==> src/rtl/pc_desvio_seq.sv <==
// rtl/pc_desvio_seq.sv - sequential program counter with branch resolution and fetch handshake
//
// Purpose: owns the PC register. It resolves branches and jumps (signed and
// unsigned compares, jal, jalr) and produces the link address. It handshakes
// with instruction fetch and keeps a resolved redirect while fetch is busy.
//
// Ports:
//   clk, rst_n        clock; synchronous active-low reset
//   stall             pipeline held: branch inputs ignored, PC frozen
//   PCSrc             current instruction is a branch/jump
//   Tipo_Branch[3:0]  branch/jump kind
//   imed, ULA_res     offset/absolute target, jalr target
//   neg, zero, carry  ULA compare flags (carry = unsigned rs1 < rs2)
//   fetch_ack         fetch accepted the PC this cycle
//   PC                current PC (registered)
//   fetch_req         PC valid for fetch
//   link              PC + PC_INC, return address
//   taken             resolved branch taken this cycle (combinational)
//   flush             one-cycle pulse after a taken redirect is applied
//   taken_count       saturating count of applied taken redirects
module pc_desvio_seq #(
    parameter int              XLEN     = 32,
    parameter int              PC_INC   = 1,
    parameter logic [XLEN-1:0] RESET_PC = '0,
    parameter int              CNT_W    = 16
) (
    input  logic             clk,
    input  logic             rst_n,
    input  logic             stall,
    input  logic             PCSrc,
    input  logic [3:0]       Tipo_Branch,
    input  logic [XLEN-1:0]  imed,
    input  logic [XLEN-1:0]  ULA_res,
    input  logic             neg,
    input  logic             zero,
    input  logic             carry,
    input  logic             fetch_ack,
    output logic [XLEN-1:0]  PC,
    output logic             fetch_req,
    output logic [XLEN-1:0]  link,
    output logic             taken,
    output logic             flush,
    output logic [CNT_W-1:0] taken_count
);

    localparam logic [XLEN-1:0] INC = XLEN'(PC_INC);

    typedef enum logic [1:0] {
        ST_BOOT,
        ST_RUN,
        ST_REDIR
    } state_t;

    state_t            state_q, state_d;
    logic [XLEN-1:0]   pc_q, pc_d;
    logic [XLEN-1:0]   redir_q, redir_d;
    logic              flush_q, flush_d;
    logic [CNT_W-1:0]  cnt_q, cnt_d;

    logic              cond;
    logic [XLEN-1:0]   target;
    logic [XLEN-1:0]   seq_pc;
    logic [CNT_W-1:0]  cnt_sat_inc;
    logic              resolve;

    // Branch condition and target decode; unused codes act as an unconditional
    // relative jump.
    always_comb begin
        cond = 1'b1;
        case (Tipo_Branch)
            4'd1:    cond = zero;
            4'd2:    cond = !zero;
            4'd3:    cond = neg;
            4'd4:    cond = !neg;
            4'd5:    cond = carry;
            4'd8:    cond = !carry;
            default: cond = 1'b1;
        endcase
    end

    always_comb begin
        target = pc_q + imed;
        case (Tipo_Branch)
            4'd6:    target = imed;
            4'd7:    target = ULA_res;
            default: target = pc_q + imed;
        endcase
    end

    assign seq_pc      = pc_q + INC;
    assign resolve     = (state_q == ST_RUN) && !stall;
    assign cnt_sat_inc = (&cnt_q) ? cnt_q : cnt_q + CNT_W'(1);

    assign PC          = pc_q;
    assign link        = seq_pc;
    assign taken       = resolve && PCSrc && cond;
    assign fetch_req   = (state_q != ST_BOOT);
    assign flush       = flush_q;
    assign taken_count = cnt_q;

    always_comb begin
        state_d = state_q;
        pc_d    = pc_q;
        redir_d = redir_q;
        flush_d = 1'b0;
        cnt_d   = cnt_q;
        case (state_q)
            ST_BOOT: begin
                state_d = ST_RUN;
            end
            ST_RUN: begin
                if (resolve) begin
                    if (fetch_ack) begin
                        if (taken) begin
                            pc_d    = target;
                            flush_d = 1'b1;
                            cnt_d   = cnt_sat_inc;
                        end else begin
                            pc_d = seq_pc;
                        end
                    end else if (taken) begin
                        // Fetch is busy: park the target so later input changes
                        // cannot alter it.
                        redir_d = target;
                        state_d = ST_REDIR;
                    end
                end
            end
            ST_REDIR: begin
                if (fetch_ack && !stall) begin
                    pc_d    = redir_q;
                    state_d = ST_RUN;
                    flush_d = 1'b1;
                    cnt_d   = cnt_sat_inc;
                end
            end
            default: begin
                state_d = ST_BOOT;
            end
        endcase
    end

    always_ff @(posedge clk) begin
        if (!rst_n) begin
            state_q <= ST_BOOT;
            pc_q    <= RESET_PC;
            redir_q <= '0;
            flush_q <= 1'b0;
            cnt_q   <= '0;
        end else begin
            state_q <= state_d;
            pc_q    <= pc_d;
            redir_q <= redir_d;
            flush_q <= flush_d;
            cnt_q   <= cnt_d;
        end
    end

endmodule
==> config.mk <==
export PLATFORM = sky130hd
export DESIGN_NAME = pc_desvio_seq
export DESIGN_NICKNAME = d
export VERILOG_FILES = /design/src/rtl/pc_desvio_seq.sv
export SDC_FILE = /design/constraint.sdc
export NUM_CORES = 1
export LEC_CHECK = 0
export BUFFER_PORTS_ARGS = -buffer_cell sky130_fd_sc_hd__buf_2
export CAP_MARGIN = 20
export CORE_MARGIN = 2
export CORE_UTILIZATION = 50
export CTS_CLUSTER_DIAMETER = 120
export CTS_CLUSTER_SIZE = 30
export DETAILED_ROUTE_END_ITERATION = 10
export GPL_TIMING_DRIVEN = 0
export HOLD_SLACK_MARGIN = 0.03
export PLACE_DENSITY = 0.78
export SLEW_MARGIN = 5
export SYNTH_ARGS = -nofsm -noshare
export SYNTH_HDL_FRONTEND = slang
export SYNTH_SLANG_ARGS = --single-unit
export TNS_END_PERCENT = 30
==> constraint.sdc <==
create_clock -name clk -period 2.55 [get_ports clk]
set_input_delay 0.1275 -clock clk [delete_from_list [all_inputs] [get_ports clk]]
set_output_delay 0.1275 -clock clk [all_outputs]
set_load 0.05 [all_outputs]
* Yosys cells after proc, flatten, opt, wreduce, memory -nomap -nowiden
Index checks and enable logic that the tools add are counted.
** Storage, ports and cells
- Bits in registers :: 83
- Output and inout port bits :: 83
** Operators by class
- $add $sub $neg :: 3
- Eq/ne operators :: 15
- Mux-type cells :: 23
- Bitwise logic cells :: 1
- Reductions and logical operators :: 16
** Operator list (count)
- $mux W32 :: 4
- $pmux W32 S2 :: 2
- $mux W16 :: 5
- $add A32 B1 Y32 const B :: 1
- $add A32 B32 Y32 :: 1
- $pmux W16 S2 :: 1
- $add A16 B1 Y16 const B :: 1
- $eq A4 B3 Y1 const B :: 4
- $reduce_and A16 Y1 :: 1
- $reduce_and A4 Y1 :: 3
- $ne A2 B2 Y1 const B :: 5
- $eq A4 B2 Y1 const B :: 2
- $mux W2 :: 4
- $pmux W1 S6 :: 1
- $pmux W2 S3 :: 1
- $reduce_and A5 Y1 :: 1
- $eq A4 B1 Y1 const B :: 1
- $eq A4 B4 Y1 const B :: 1
- $logic_and A1 B1 Y1 :: 4
- $logic_not A1 Y1 :: 4
- $mux W1 :: 4
- $reduce_bool A2 Y1 :: 2
- $eq A2 B1 Y1 const B :: 1
- $eq A2 B2 Y1 const B :: 1
- 3 further kinds :: 3

* Depth between registers and ports, before layout
Gate-level depths: netlist (run 1).
- Depth in word-level cells :: 8
- Gate-level depth with buffers :: 12
- Gate-level depth less buffers :: 11

* Worst setup path after synthesis (run 1)
No wires, ideal clock.
- Path kind :: reg2reg
- Start point :: register pc_q[4] (netlist: PC[4])
- End point :: register pc_q[21] (netlist: PC[21])
- Data arrival time :: 3185 ps
- Data required time :: 2480 ps
- Path slack :: -705 ps
- Cell stages (with the launch flop) :: 9
- Buffers on the path :: 0
- Path through :: dfxtp_1 -> nand3_1 -> or3_1 -> nor2_2 -> nand3_1 -> xnor2_1 -> o21ai_0 -> a311o_1 -> a21oi_1
** On the way
- Elaborated cells between the ends (all ways) :: 7
** RTL lines
- from (decl) :: line 55 : logic [XLEN-1:0] pc_q, pc_d;
- from (signal assigned) :: line 152 : pc_q <= pc_d;
- $add A32 B1 Y32 :: line 90 : assign seq_pc = pc_q + INC;
- named net link[21] :: line 40 : output logic [XLEN-1:0] link,
- $mux W32 :: line 114 : if (taken) begin
- $mux W32 :: line 113 : if (fetch_ack) begin
- $mux W32 :: line 112 : if (resolve) begin
- $pmux W32 S2 :: line 107 : case (state_q)
The timed path passes the listed nets, and every way through them passes these cells. The select of a mux whose other input is x is not followed.
A chain may end at the register's enable or synchronous reset.

* Final worst setup path (run 1)
- Start point :: register pc_q[1] (netlist: PC[1])
- End point :: register pc_q[31] (netlist: PC[31])
** On the way
- Cells in the longest elaborated chain, start to end :: 6
- Elaborated cells between the ends (all ways) :: 7
** RTL lines
- $add A32 B32 Y32 :: line 86 : default: target = pc_q + imed;
- $pmux W32 S2 :: line 83 : case (Tipo_Branch)
- $mux W32 (*) :: line 114
- $mux W32 (*) :: line 113
- $mux W32 (*) :: line 112
- $pmux W32 S2 (*) :: line 107
Mark *: on every way between the ends. The rest lies on a longest branch, timed or not. The select of a mux whose other input is x is not followed.

==> results of run 1 <==
==> worst max path at each step <==
stage                                     end  slack (ps)
after floorplan            PC[9]$_SDFFE_PN0P_         -40
after global placement    PC[24]$_SDFFE_PN0P_        -940
after detailed placement  PC[24]$_SDFFE_PN0P_        -880
after CTS                 PC[31]$_SDFFE_PN0P_         -70
after global routing      PC[31]$_SDFFE_PN0P_        -330
final                     PC[31]$_SDFFE_PN0P_        -200
==> routing by layer <==
| metal | GRT usage (%) | vias to the layer above |
|---|---|---|
| met5 | 0 | - |
| met4 | 14.9 | 0 |
| met3 | 7.35 | 112 |
| met2 | 57.3 | 584 |
| met1 | 47.3 | 3979 |
| li1 | - | 3792 |
==> metrics by stage <==
stage	setup TNS (ps)	power, mW	util, %	worst slack, ps
3_5_place_dp	-13350	4.01	60.2	-877
4_1_cts	-338	5.60	66.6	-73.8
3_3_place_gp	-12560	3.97	60.2	-945
5_1_grt	-5740	6.03	68.0	-332
2_1_floorplan	-95.1	3.35	-	-35.2
6_report	-1670	5.82	68.0	-196
==> what timing repair did <==
item / in CTS / in global routing
gates resized for setup: 95 / 32
setup endpoints to repair: 61 / 59
setup buffers: 23 / 7
pin swaps: 37 / 25
==> flip-flops by register name, indices dropped and copies added, names as in the netlist <==
signal,count
redir_q,32
state_q,2
flush,1
taken_count,16
PC,32
==> power breakdown <==
| part | total [mW] | internal (mW) | leakage (nW) | switching [mW] |
|---|---|---|---|---|
| clock | 1.37 | 0.793 | 0.151 | 0.582 |
| combinational | 2.86 | 1.01 | 3.30 | 1.85 |
| sequential | 1.59 | 1.41 | 0.691 | 0.175 |
==> layout by cell type (no fill, tap or decap), drive strengths merged, types with 19 or more instances in the layout <==
cell type and instances:
dfxtp 83, ha 36, nand2 95, clkbuf 51, xnor2 36, buf 196, nor2 81, o21ai 91
inv 24, xor2 25, nand3 40, mux2i 31, a211oi 19, a21oi 77, a21o 21, and2 22
==> layout make-up <==
class	count	area (um2)	share of cell area [%]
inverters	20	75.1	0.805
flip-flops and latches	83	1750	18.7
diodes	1	2.50	0.0268
well taps	180	225	2.41
plain buffers	49	205	2.20
clock inverters	5	57.6	0.617
clock buffers	11	243	2.60
repair buffers	187	1030	11.0
multi-input cells	774	5750	61.6
==> worst max-delay path: cells and delay by family, from the launching register on <==
family                   cells  cell delay, ps
adder cells (fa/ha/maj)      1             270
flip-flops                   1             370
XOR/XNOR                     1             210
AO/OA/AOI/OAI                6            1380
multiplexers                 1             300
AND/OR/NAND/NOR              1             130
==> logic make-up after synthesis <==
| family | after synthesis | synth area share, % |
|---|---|---|
| multiplexers | 36 | 5.27 |
| adder cells (fa/ha/maj) | 37 | 6.77 |
| AO/OA/AOI/OAI | 307 | 28.3 |
| AND/OR/NAND/NOR | 333 | 23.6 |
| buffers and inverters | 78 | 4.39 |
| XOR/XNOR | 61 | 7.69 |
| flip-flops | 83 | 23.9 |
==> impl_metrics.env, run 1 <==
export IMPL_drt_iter0_drc=955
export IMPL_whs_endpoint="flush$_SDFF_PN0_"
export IMPL_postPlaceCellArea_um2=8260
export IMPL_cap_violations=0
export IMPL_layout_cells_non_filler=1310
export IMPL_top_layer_used="met4"
export IMPL_postRouteAntennaNets=0
export IMPL_clk_latency_ps=350
export IMPL_synth_nets=1048
export IMPL_start_kind="flop"
export IMPL_drive_gt1_share_pct=31.1
export IMPL_finalCritPeriodShare_pct=108
export IMPL_violations="setup timing"
export IMPL_total_leakage_power_nw=4.14
export IMPL_htreeDepth=3
export IMPL_yosys_top_cells_area="dfxtp_1, ha_1, o21ai_0"
export IMPL_coreArea_um2=13700
export IMPL_drt_first_pass_iters=5
export IMPL_yosysWarningCount=0
export IMPL_fmax_mhz=364
export IMPL_reg2reg_depth=10
export IMPL_die_h_um=122
export IMPL_grt_total_usage_pct=35.9
export IMPL_finClkSkew_ps=9.57
export IMPL_antenna_found_initial=0
export IMPL_clock_sinks=83
export IMPL_routed_wl_um=27600
export IMPL_r2r_end="PC[31]$_SDFFE_PN0P_"
export IMPL_min_path_cells=2
export IMPL_status="finished with violations"
export IMPL_worstSetupPathType="flop to flop"
export IMPL_crit_slowest_cell="dfxtp_4"
export IMPL_synthTopCellsByCount="nand2_1, o21ai_0, dfxtp_1"
export IMPL_synth_top_area_share_pct=23.9
export IMPL_slowest_delay_ps=370
export IMPL_synthDistinctLibCells=73
export IMPL_synth_most_common_cell="nand2_1"
export IMPL_dieArea_um2=14900
export IMPL_postSynthCellCount=935
export IMPL_vias_per_cell=6.46
export IMPL_dp_cells=1273
export IMPL_io_pins=159
export IMPL_crit_path_end_kind="flop"
export IMPL_synthFlopType="dfxtp_1"
export IMPL_root_buffer="clkbuf_16"
export IMPL_ys_seq_area_share_pct=23.9
export IMPL_syn_area_um2=6950
export IMPL_wl_met2_um=12500
export IMPL_path_max_fanout=7
export IMPL_max_slew_margin_rel_pct=29.5
export IMPL_grt_ovfl_total=0
export IMPL_met3RoutedLength_um=3100
export IMPL_cts_tree="built"
export IMPL_ys_ff_latch=83
export IMPL_synth_async_sr_flop_share_pct=0
export IMPL_irDropWorstVdd_v=0.000393
export IMPL_grt_start_max_net_pins=15
export IMPL_gp_congestion=0.977
export IMPL_rsz0062_at_grt="true"
export IMPL_tightest_slew_ps=1060
export IMPL_grt_pass1_wl_um=41000
export IMPL_syn_to_final_growth_pct=34.2
export IMPL_wl_per_cell_um=21.0
export IMPL_hp_start="fetch_ack"
export IMPL_slew_violations=0
export IMPL_row_count=43
export IMPL_setup_slack_ps=-196
export IMPL_ctsHoldBuffers=0
export IMPL_fin_crit_ps=2750
export IMPL_setup_violations=25
export IMPL_dp_hpwl_um=19200
export IMPL_first_global_vias=7721
export IMPL_final_area_um2=9330
export IMPL_synth_edff_count=0
export IMPL_vias=8467
export IMPL_clk_pin_slew_ps=60
export IMPL_m1WireLength_um=10900
export IMPL_crit_start="PC[1]$_SDFFE_PN0P_"
export IMPL_hold_viol=0
export IMPL_timing_hold_ws_ps=132
export IMPL_cp_data_arrival_time_ps=3010
export IMPL_numPortBuffers=158
export IMPL_cts_inserted_buffers=9
export IMPL_remaining_drc_errors=0
export IMPL_worstHoldPathType="input port to flop"
export IMPL_fill_cells=1184
export IMPL_crit_chain="ha_1 > a21oi_1 > nor2_2 > o21ai_4 > a21boi_2 > o211ai_1 > xor2_1 > mux2i_1 > a311oi_1 > o31ai_1"
export IMPL_cp_data_required_time_ps=2810
export IMPL_rrSetupSlack_ps=-200
export IMPL_die_x_um=122
export IMPL_start_util_pct=50.7
export IMPL_synth_area_leader_cell="dfxtp_1"
export IMPL_r2r_start="PC[1]$_SDFFE_PN0P_"
export IMPL_avgSynthCellArea_um2=7.43
export IMPL_cellPowerDensity_nw_per_um2=624
export IMPL_finalNetCount=1237
export IMPL_cts_buffer_depth=2
Note: power is estimated with default switching activity, not from simulation.
==> run 2, diff against run 1 <==
ABC_AREA = 1   (was default)
CORE_UTILIZATION = 51   (was 50)
MAX_ROUTING_LAYER = met4   (was default)
clock period = 2.45 ns   (was 2.55 ns; I/O delays follow)
==> run 2 against run 1 <==
  * The flow now finishes without violations
  * Power grew 57%
  * Clock skew shrank 2.9 ps
  * Sequential share of layout area shrank 0.24 points
  * Clock power shrank 4%
  * Sequential cell count is the same
  * Critical endpoint is now link[23]
  * Largest cell class unchanged
==> impl_metrics.env, run 2 <==
export IMPL_status="finished, final reports clean"
export IMPL_die_h_um=126
export IMPL_r2r_end="PC[13]$_SDFFE_PN0P_"
export IMPL_cp_depth=6
export IMPL_drt_iter0_drc=1065
export IMPL_rrSetupSlack_ps=70
export IMPL_synth_top_area_share_pct=22.0
export IMPL_cellPowerDensity_nw_per_um2=1000
export IMPL_vias=9151
export IMPL_avgSynthCellArea_um2=6.10
export IMPL_coreArea_um2=14500
export IMPL_row_count=44
export IMPL_n_antenna_cell=0
export IMPL_timing_hold_ws_ps=94.3
export IMPL_layout_cells_non_filler=1599
export IMPL_synth_async_sr_flop_share_pct=0
export IMPL_synth_nets=1352
export IMPL_crit_path_end="link[23]"
export IMPL_cts_inserted_buffers=9
export IMPL_grt_pass1_wl_um=43400
export IMPL_postSynthCellCount=1239
export IMPL_ys_ff_latch=83
export IMPL_tightest_slew_ps=758
export IMPL_crit_slowest_cell="dfxtp_4"
export IMPL_path_buf_inv=2
export IMPL_dp_hpwl_um=22200
export IMPL_htreeDepth=3
export IMPL_total_leakage_power_nw=4.55
export IMPL_grt_start_max_net_pins=16
export IMPL_crit_start="PC[0]$_SDFFE_PN0P_"
export IMPL_root_buffer="clkbuf_16"
export IMPL_seq_area_um2=1690
export IMPL_layout_common_cells="nand2_1, inv_1, buf_2"
export IMPL_antenna_found_initial=0
export IMPL_finalCritPeriodShare_pct=98.1
export IMPL_clock_sinks=83
export IMPL_remaining_drc_errors=0
export IMPL_p_switching_mw=5.20
export IMPL_synthFlopType="dfxtp_1"
export IMPL_cp_data_required_time_ps=2330
export IMPL_yosysWarningCount=0
export IMPL_drt_first_pass_iters=5
export IMPL_pwr_share_clk_pct=14.4
export IMPL_dp_cells=1581
export IMPL_fin_crit_ps=2400
export IMPL_ys_seq_area_share_pct=22.0
export IMPL_fill_cells=1462
export IMPL_synthDistinctLibCells=48
export IMPL_swShare_pct=56.7
export IMPL_dieArea_um2=15800
export IMPL_postRouteAntennaNets=0
export IMPL_slew_violations=0
export IMPL_setup_violations=0
export IMPL_gp_congestion=1.02
export IMPL_slowest_delay_ps=420
export IMPL_routed_wl_um=28000
export IMPL_hold_viol=0
export IMPL_layout_commonest_cell="nand2_1"
export IMPL_grt_total_usage_pct=35.5
export IMPL_p_int_mw=3.97
export IMPL_power_frac_comb_pct=62.1
export IMPL_crit_path_end_kind="primary output"
export IMPL_path_max_fanout=7
export IMPL_start_util_pct=52.0
export IMPL_worstSetupPathType="flop to primary output"
export IMPL_reg2reg_depth=10
export IMPL_cap_violations=0
export IMPL_finalNetCount=1523
export IMPL_synthTopCellsByCount="nand2_1, inv_1, a21oi_1"
export IMPL_final_area_um2=9170
export IMPL_synth_area_leader_cell="dfxtp_1"
export IMPL_r2r_start="PC[10]$_SDFFE_PN0P_"
export IMPL_max_slew_margin_rel_pct=49.5
export IMPL_syn_area_um2=7560
export IMPL_io_pins=159
export IMPL_synth_most_common_cell="nand2_1"
export IMPL_crit_chain="inv_2 > nor3_4 > nand2_2 > nor3_2 > xor2_2 > buf_2"
export IMPL_syn_to_final_growth_pct=21.2
export IMPL_finClkSkew_ps=6.62
export IMPL_postPlaceCellArea_um2=8680
export IMPL_clk_latency_ps=350
export IMPL_fmax_mhz=416
export IMPL_die_x_um=126
export IMPL_cts_buffer_depth=2
export IMPL_rsz0062_at_grt="true"
export IMPL_crit_family="simple AND/OR/NAND/NOR gates"
export IMPL_drive_gt1_share_pct=20.4
export IMPL_pwr_share_seq_pct=23.5
export IMPL_vias_per_cell=5.72
export IMPL_worstHoldPathType="input port to flop"
export IMPL_cp_data_arrival_time_ps=2280
export IMPL_grt_ovfl_total=0
export IMPL_clk_pin_slew_ps=60
export IMPL_hp_start="ULA_res[2]"
export IMPL_cts_tree="built"
export IMPL_finalSetupTns_ps=0
export IMPL_start_kind="flop"
export IMPL_multi_input_area_um2=5260
export IMPL_numPortBuffers=158
export IMPL_synth_edff_count=0
export IMPL_wl_per_cell_um=17.5
export IMPL_yosys_top_cells_area="dfxtp_1, nand2_1, a21oi_1"
export IMPL_first_global_vias=8185
export IMPL_irDropWorstVdd_v=0.000961
run 2: cell types whose count changed after synthesis, sizes merged, moves of 20 or more:
cell    delta
nand2    +210
inv      +164
a21oi     +61
nand3     +54
mux2i     -31
clkbuf    -25
xnor2     -25
a21o      -21
a22o      +20
and2      -20
run 2: routing by layer:
layer / global-route usage, % / share of wire (%)
met3: 5.23 / 11
met5: - / 0
met4: 15.9 / 5.6
met2: 51.9 / 42
met1: 48.7 / 42
run 2: worst min-delay path by stage:
| stage | end | slack (ps) | depth (start not counted) |
|---|---|---|---|
| 2_1_floorplan | redir_q[0]$_SDFFE_PN0P_ | 310 | 2 |
| 3_3_place_gp | redir_q[2]$_SDFFE_PN0P_ | 430 | 3 |
| 3_5_place_dp | redir_q[2]$_SDFFE_PN0P_ | 440 | 3 |
| 4_1_cts | redir_q[0]$_SDFFE_PN0P_ | 80 | 3 |
| 5_1_grt | redir_q[0]$_SDFFE_PN0P_ | 100 | 3 |
| 6_report | redir_q[2]$_SDFFE_PN0P_ | 90 | 3 |
run 2: worst min-delay path, delay by kind of cell:
family | cells | cell delay, ps
AO/OA/AOI/OAI | 2 | 200
buffers and inverters | 1 | 80
run 2: cells by family (layout without fill, tap and decap cells):
group                      Yosys count  after routing  synth area share, %
and+or+nand+nor                    561            561                 33.5
AOI/OAI and AO/OA                  299            299                 22.7
buffers and inverters              227            403                 11.6
DFF                                 83             83                 22.0
adders and majority gates           37             37                 6.22
xor gates and xnor gates            32             32                 4.00
run 2: area by class of cell:
type,count,area share (%)
Multi-Input combinational cell,929,57.3
Sequential cell,83,18.5
Timing Repair Buffer,160,9.03
Inverter,185,7.57
Clock buffer,10,2.61
Tap cell,184,2.51
Buffer,42,1.96
Clock inverter,6,0.532
run 2: stage by stage:
stage	total power, mW	setup WS [ps]	util [%]
final	9.17	45.4	63.1
after floorplan	6.03	-278	-
after detailed placement	7.54	-5.90	59.7
after global placement	7.50	6.96	59.7
after global routing	9.72	-72.6	63.1
after CTS	8.87	17.6	61.8
run 2: what timing repair did:
item | in CTS | in global routing
hold buffers | 0 | 0
pin swaps | 0 | 4
setup buffers | 0 | 2
endpoints found under the setup margin | 10 | 50
gates resized for setup | 8 | 51
run 2: power by group through the flow:
stage	registers, mW	logic [mW]	clock network, mW
2_1_floorplan	2.59	3.44	0
3_3_place_gp	2.11	5.39	0
3_5_place_dp	2.11	5.43	0
4_1_cts	2.08	5.47	1.32
5_1_grt	2.17	6.18	1.37
6_report	2.16	5.70	1.32
